$ cat src/rtl/pc_src_reg_pkg.sv
// Shared definitions for the PC source selector: branch condition encodings
// and the default exception handler address.
package pc_src_reg_pkg;

    localparam logic [1:0] COND_EQ  = 2'd0;  // zero
    localparam logic [1:0] COND_NE  = 2'd1;  // !zero
    localparam logic [1:0] COND_LEZ = 2'd2;  // zero | neg
    localparam logic [1:0] COND_GT  = 2'd3;  // !zero & !neg

    localparam logic [31:0] EXC_VECTOR_DEFAULT = 32'h04C4_B4B4;

endpackage

$ cat src/rtl/pc_src_mux.sv
// Combinational NSRC-way next-PC selector. One slot is overridden with the
// exception vector; o_valid is low when the select is outside 0..NSRC-1.
module pc_src_mux #(
    parameter int              WIDTH      = 32,
    parameter int              NSRC       = 6,
    parameter int              SEL_W      = 3,
    parameter int              EXC_SLOT   = 3,
    parameter logic [WIDTH-1:0] EXC_VECTOR = '0
) (
    input  logic [SEL_W-1:0]      i_sel,
    input  logic [NSRC*WIDTH-1:0] i_src_data,
    output logic [WIDTH-1:0]      o_data,
    output logic                  o_valid,
    output logic                  o_is_exc
);

    always_comb begin
        o_data   = '0;
        o_valid  = 1'b0;
        o_is_exc = 1'b0;
        // Every select bit takes part in the match, so high bits cannot alias a slot.
        for (int i = 0; i < NSRC; i++) begin
            if (i_sel == SEL_W'(i)) begin
                o_data  = i_src_data[i*WIDTH +: WIDTH];
                o_valid = 1'b1;
            end
        end
        if (i_sel == SEL_W'(EXC_SLOT)) begin
            o_data   = EXC_VECTOR;
            o_valid  = 1'b1;
            o_is_exc = 1'b1;
        end
    end

endmodule

$ cat src/rtl/pc_src_reg.sv
// PC/EPC register block: condition decode, write priority (bad select,
// misalignment trap, normal commit) and the status pulses/flags.
module pc_src_reg
    import pc_src_reg_pkg::*;
#(
    parameter int               WIDTH      = 32,
    parameter int               NSRC       = 6,
    parameter int               SEL_W      = 3,
    parameter int               EXC_SLOT   = 3,
    parameter logic [WIDTH-1:0] EXC_VECTOR = WIDTH'(EXC_VECTOR_DEFAULT),
    parameter logic [WIDTH-1:0] RESET_PC   = '0
) (
    input  logic                  clk,
    input  logic                  reset,
    input  logic [SEL_W-1:0]      src_sel,
    input  logic [NSRC*WIDTH-1:0] src_data,
    input  logic                  pc_write,
    input  logic                  pc_write_cond,
    input  logic [1:0]            cond_mode,
    input  logic                  zero,
    input  logic                  neg,
    input  logic                  epc_write,
    input  logic                  err_clear,
    output logic [WIDTH-1:0]      pc_out,
    output logic [WIDTH-1:0]      epc_out,
    output logic                  pc_changed,
    output logic                  misalign_trap,
    output logic                  bad_sel_err
);

    logic [WIDTH-1:0] w_target;
    logic             w_valid;
    logic             w_is_exc;
    logic             w_cond_true;
    logic             w_do_wr;
    logic             w_misalign;

    logic [WIDTH-1:0] r_pc;
    logic [WIDTH-1:0] r_epc;
    logic             r_pc_changed;
    logic             r_misalign_trap;
    logic             r_bad_sel_err;

    pc_src_mux #(
        .WIDTH      (WIDTH),
        .NSRC       (NSRC),
        .SEL_W      (SEL_W),
        .EXC_SLOT   (EXC_SLOT),
        .EXC_VECTOR (EXC_VECTOR)
    ) u_mux (
        .i_sel      (src_sel),
        .i_src_data (src_data),
        .o_data     (w_target),
        .o_valid    (w_valid),
        .o_is_exc   (w_is_exc)
    );

    always_comb begin
        w_cond_true = 1'b0;
        case (cond_mode)
            COND_EQ:  w_cond_true = zero;
            COND_NE:  w_cond_true = ~zero;
            COND_LEZ: w_cond_true = zero | neg;
            COND_GT:  w_cond_true = ~zero & ~neg;
            default:  w_cond_true = 1'b0;
        endcase
    end

    assign w_do_wr    = pc_write | (pc_write_cond & w_cond_true);
    // The exception vector is trusted and never trapped on alignment.
    assign w_misalign = w_valid & ~w_is_exc & (|w_target[1:0]);

    always_ff @(posedge clk or posedge reset) begin
        if (reset) begin
            r_pc            <= RESET_PC;
            r_epc           <= '0;
            r_pc_changed    <= 1'b0;
            r_misalign_trap <= 1'b0;
            r_bad_sel_err   <= 1'b0;
        end else begin
            r_pc_changed    <= 1'b0;
            r_misalign_trap <= 1'b0;
            if (err_clear) begin
                r_bad_sel_err <= 1'b0;
            end
            if (epc_write) begin
                r_epc <= src_data[WIDTH-1:0];
            end
            // Later assignments override: set beats clear, trap EPC beats epc_write.
            if (w_do_wr) begin
                if (!w_valid) begin
                    r_bad_sel_err <= 1'b1;
                end else if (w_misalign) begin
                    r_pc            <= EXC_VECTOR;
                    r_epc           <= r_pc;
                    r_misalign_trap <= 1'b1;
                    r_pc_changed    <= 1'b1;
                end else begin
                    r_pc         <= w_target;
                    r_pc_changed <= 1'b1;
                end
            end
        end
    end

    assign pc_out        = r_pc;
    assign epc_out       = r_epc;
    assign pc_changed    = r_pc_changed;
    assign misalign_trap = r_misalign_trap;
    assign bad_sel_err   = r_bad_sel_err;

endmodule

$ cat config.mk
export PLATFORM = sky130hd
export DESIGN_NAME = pc_src_reg
export DESIGN_NICKNAME = d
export VERILOG_FILES = /design/src/rtl/pc_src_reg_pkg.sv /design/src/rtl/pc_src_mux.sv /design/src/rtl/pc_src_reg.sv
export SDC_FILE = /design/constraint.sdc
export NUM_CORES = 1
export LEC_CHECK = 0
export BUFFER_PORTS_ARGS = -buffer_cell sky130_fd_sc_hd__buf_2
export CORE_ASPECT_RATIO = 1.5
export CORE_MARGIN = 2
export CORE_UTILIZATION = 40
export DETAILED_ROUTE_END_ITERATION = 12
export PLACE_DENSITY = 0.84
export SLEW_MARGIN = 0
export SYNTH_ARGS = -nofsm -noshare
export SYNTH_HDL_FRONTEND = slang
export SYNTH_SLANG_ARGS = --single-unit
$ cat constraint.sdc
create_clock -name clk -period 5.15 [get_ports clk]
set_clock_uncertainty 0.15 [all_clocks]
set_input_delay 0.7725 -clock clk [delete_from_list [all_inputs] [get_ports clk]]
set_output_delay 0.7725 -clock clk [all_outputs]
set_load 0.02 [all_outputs]
==> metrics.cfg, run 1 <==
[worst_hold_path]
worstHoldPathType = reg2reg

[yosys]
synth_top_area_share_pct = 39.1
synth_top_flop_cell = dfrtp_1
synth.area.top_cells = dfrtp_1 39%, mux2i_1 14%, mux2_4 10%, mux2_2 9.5%, o21ai_0 7.5%
synth_seq_cells = 67
synth_fp_nets = 589
ys_warn_count = 0
syn_inst = 384
async_flop_share_pct = 100
synthXorXnorAreaFrac_pct = 0
synthTopCellsByCount = 67 x dfrtp_1, 64 x o21ai_0, 61 x mux2i_1
synth-simple-area-share_pct = 1.87
synth_area_um2 = 4290
syn_area_per_cell_um2 = 11.2
synthDistinctLibCells = 29
synth_seq_area_share_pct = 39.1
synth_edf_count = 0
yosysMostFrequentCell = dfrtp_1
synth-compound-area-share_pct = 20.2
synth.area.mux_share_pct = 33.8
synthAdderAreaFrac_pct = 0
post-synth-top-area-cell = dfrtp_1
synth_top_family_by_area = multiplexers

[die]
start_util_pct = 40.7
floorplan.core_area_um2 = 10500
rows = 46
die_h_um = 131
pin_count = 272
die_area_um2 = 11600
die_w_um = 88.5

[global_route]
grt_overflow = 0
grt_util_met2_pct = 40.6
grt_pass1_vias = 4215
grtUsageTotal_pct = 22.9
use_met1_pct = 26.2
grt.busiest_layer = met2
grt_use_met3_pct = 3.64
grt_max_degree = 68
grt_pass1_wl_mm = 20.2
antenna_found_initial = 0

[worst_setup_path]
crit_slowest_cell = a221o_2
worstPathRequired_ns = 5.21
worst_ep_arrival_time_ns = 3.37
r2r_setup_slack_ns = 3.95
path_class = in2reg
cp-end-kind = flop
slowest_delay_ns = 0.98
worstSetupStartpointType = primary input
cp_max_fo = 41
path_cells = buf_4 -> or3b_2 -> nand3_1 -> a221o_2 -> mux2_2

[timing]
slew-limit-headroom_pct = 18.0
hold_ws_ns = 0.366
clock.fmax_mhz = 302
worst_pin_slew_ns = 1.23
hold_viol = 0
slew_viol_final = 0
layout_setup_ws_ns = 1.84
rsz0062_at_grt = false
setup_viol_count_final = 0
fin_tns_setup_ns = 0
min_period_over_period_pct = 64.3
min_period_ns = 3.31

[clocking]
clk_pin_slew_ns = 0.05
htree_levels = 3
cts.sinks = 67
cts_resized = 0
cts_tree = built
clk_latency_ns = 0.33
clock_path_buffers = 2
cts_setup_buffers = 0
root_buffer = clkbuf_16
postCtsHoldBufs = 0
cts_buffers = 9

[routing]
post-route-drc-count = 0
vias = 4116
drt-wirelength-per-cell_um = 18.0
dr.pass1.iters = 4
drt_iter0_drc = 185
viasPerCell = 5.49
routed_wl_mm = 13.5
drtAntennaViolNets = 0

[placed_design]
dp.cells = 734
placed_cell_area_um2 = 5530
pre_cts_ws_ns = 1.46
io_buffers = 239
place_hpwl_mm = 9.77
place_congestion = 0.821

[power]
power_mw = 1.74
p_int_mw = 1.20
combPwrFrac_pct = 30.3
leakagePower_nw = 2.97
clkPwrFrac_pct = 32.6
cellPowerDensity_nw_per_um2 = 299
ir_drop_mv = 0.180
p_sw_share_pct = 31.0
p_switching_uw = 537
power.share.sequential_pct = 37.2

[layout]
drive_above_1_share_pct = 54.5
final_area_um2 = 5800
stdcell_count = 750
fin_util_pct = 55.1
fin_nets = 806
n_antenna_cell = 0
syn_to_final_growth_pct = 35.3

[run_status]
status = complete, no violations

[run]
max-cap-violations = 0

==> final timing paths <==
check	from	cells after the start	end
worst max-delay path	src_sel[0]	5	epc_out[0]
worst min-delay path	pc_out[17]	1	pc_out[17]
worst max register to register	epc_out[10]	2	epc_out[10]
worst min register to register	pc_out[17]	1	pc_out[17]
max in group asynchronous	reset	3	epc_out[10]
min in group asynchronous	reset	3	epc_out[21]
==> cells in the final DEF, fill, tap and decap left out, drive strengths merged, types with 2 or more instances in the layout <==
| master | count |
|---|---|
| buf | 244 |
| dfrtp | 67 |
| mux2 | 65 |
| o21ai | 64 |
| mux2i | 61 |
| a21oi | 19 |
| a32o | 18 |
| clkbuf | 14 |
| o2bb2ai | 12 |
| a2bb2oi | 12 |
| inv | 8 |
| and2 | 3 |
| nor2b | 3 |
| a31oi | 2 |
| clkinv | 2 |
==> flip-flops by register name, indices dropped and copies added, names as in the netlist <==
signal and count:
misalign_trap 1, pc_out 32, pc_changed 1, bad_sel_err 1, epc_out 32
==> logic make-up (layout without fill, tap and decap cells) <==
logic type / Yosys count / after routing
AO/OA/AOI/OAI: 132 / 132
multiplexers: 126 / 126
flip-flops: 67 / 67
buffers and inverters: 46 / 268
AND/OR/NAND/NOR: 13 / 13
==> power by group through the flow <==
stage,clock network [mW],registers (mW),logic (mW)
after floorplan,0,0.731,0.250
after global placement,0,0.648,0.512
after detailed placement,0,0.651,0.527
after CTS,0.578,0.644,0.528
after global routing,0.597,0.652,0.564
final,0.566,0.645,0.525
==> layout make-up <==
class                      count  area, um^2
fill                         937        4730
clock buffer                  14         264
sequential                    67        1680
tap                          144         180
timing repair buffer         244        1240
multi-input combinational    271        2400
inverter                       8        30.0
clock inverter                 2        10.0
==> per-layer routing <==
| metal | part of all wire (%) | routed length (um) | up-vias |
|---|---|---|---|
| met1 | 38 | 5130 | 1997 |
| li1 | - | - | 1890 |
| met4 | 2.9 | 393 | 0 |
| met3 | 6.0 | 816 | 32 |
| met2 | 53 | 7200 | 197 |
| met5 | 0 | 0 | - |
==> critical path: cells and delay by family <==
kind | cells | cell delay, ns
AO/OA/AOI/OAI | 1 | 0.98
AND/OR/NAND/NOR | 2 | 0.68
buffers and inverters | 1 | 0.48
multiplexers | 1 | 0.42
(Power assumes the default switching activity.)
==> inputs of run 2 (changes only) <==
- clock period: 5.15 -> 3.1 ns (I/O delays scaled with it)
==> metrics.cfg, run 2 (synthesis gave the netlist of run 1 again) <==
[run_status]
status = complete, no violations

[timing]
fin_tns_setup_ns = 0
setup_viol_count_final = 0
layout_setup_ws_ns = 0.804
rsz0062_at_grt = false
worst_pin_slew_ns = 0.886
slew-limit-headroom_pct = 40.9
hold_viol = 0
min_period_over_period_pct = 74.1
slew_viol_final = 0
hold_ws_ns = 0.106
clock.fmax_mhz = 436
min_period_ns = 2.30

[die]
floorplan.core_area_um2 = 10500
die_h_um = 131
rows = 46
start_util_pct = 40.7
die_w_um = 88.5
pin_count = 272
die_area_um2 = 11600

[placed_design]
dp.cells = 739
place_hpwl_mm = 10.2
pre_cts_ws_ns = 0.438
place_congestion = 0.832
io_buffers = 239

[global_route]
grt_overflow = 0
grt_pass1_wl_mm = 21.0
antenna_found_initial = 0
grtUsageTotal_pct = 23.6
grt_max_degree = 37
grt_pass1_vias = 4226

[layout]
stdcell_count = 755
n_antenna_cell = 0
register_area_um2 = 1680
multi_input_area_um2 = 2400
layout_common_cells = 238 x buf_2, 67 x dfrtp_1, 63 x o21ai_0, 61 x mux2i_1, 36 x mux2_2
drive_above_1_share_pct = 55.0
layout_commonest_cell = buf_2
syn_to_final_growth_pct = 37.9
fin_nets = 811
n_fill_cell = 909

[worst_setup_path]
path_cells = buf_4 -> or3b_2 -> a31oi_1 -> o221a_2 -> buf_12 -> a32o_1
reg2reg_from = epc_out[10]
worstPathRequired_ns = 3.21
cp-end-kind = flop
crit_slowest_cell = o221a_2
path_buf_inv = 2
cp_max_fo = 21
worstSetupStartpointType = primary input
path_class = in2reg
setup.worst_path.start = src_sel[0]
worst_ep_arrival_time_ns = 2.41
cp_top_family = compound AO/OA/AOI/OAI gates
slowest_delay_ns = 0.52

[power]
combPwrFrac_pct = 29.4
cellPowerDensity_nw_per_um2 = 512
p_sw_share_pct = 30.0
power.share.sequential_pct = 35.3
ir_drop_mv = 0.290
leakagePower_nw = 3.02
p_int_mw = 2.12
p_switching_uw = 909
clkPwrFrac_pct = 35.3

[clocking]
cts_resized = 0
htree_levels = 3
cts_setup_buffers = 0
clk_latency_ns = 0.33
cts_buffers = 9
root_buffer = clkbuf_16
postCtsHoldBufs = 0
clk_pin_slew_ns = 0.06
clock_path_buffers = 2
cts_tree = built
cts.sinks = 67

[routing]
drt_iter0_drc = 184
drtAntennaViolNets = 0
vias = 4135
viasPerCell = 5.48
drt-wirelength-per-cell_um = 18.5
post-route-drc-count = 0
routed_wl_mm = 14.0
dr.pass1.iters = 4

[worst_hold_path]
worstHoldPathType = in2async

[run]
max-cap-violations = 0

-- run 2: path summary, 6_finish.rpt --
kind | end | slack (ns) | cells after the start
worst max-delay path | pc_out[8] | 0.80 | 6
worst min-delay path | pc_out[21] | 0.11 | 2
worst max register to register | epc_out[10] | 1.90 | 2
worst min register to register | pc_out[30] | 0.37 | 1
max in group asynchronous | pc_out[31] | 2.04 | 3
min in group clk | bad_sel_err | 0.18 | 2
-- run 2: final cells by class --
cell class              instances  share of cell area (%)
clock inverters                 5                    1.31
inverters                       8                   0.508
repair buffers                249                    22.2
flip-flops and latches         67                    28.4
well taps                     144                    3.05
multi-input cells             271                    40.7
clock buffers                  11                    3.94
-- run 2: layer usage --
layer,share of wire (%),up-vias,track usage (%),wire (um)
li1,-,1904,-,-
met1,39,1993,27.9,5390
met2,53,206,41.6,7390
met3,5.7,32,4.21,800
met4,2.7,0,10.2,383
met5,0,-,0,0
-- run 2: power by group through the flow --
stage                     Clock (mW)  Combinational [mW]  Sequential, mW
after floorplan                    0               0.414            1.21
after global placement             0               0.864            1.08
after detailed placement           0               0.891            1.08
after CTS                       1.09               0.893            1.07
after global routing            1.12               0.956            1.08
final                           1.07               0.888            1.07
-- run 2: through the flow --
step / util, % / power (mW) / instance area [um^2]
after detailed placement: 53.2 / 1.97 / 5600
after floorplan: - / 1.63 / 4290
after CTS: 56.1 / 3.05 / 5910
after global routing: 56.1 / 3.16 / 5910
final: 56.1 / 3.03 / 5910
after global placement: 53.2 / 1.94 / 5600
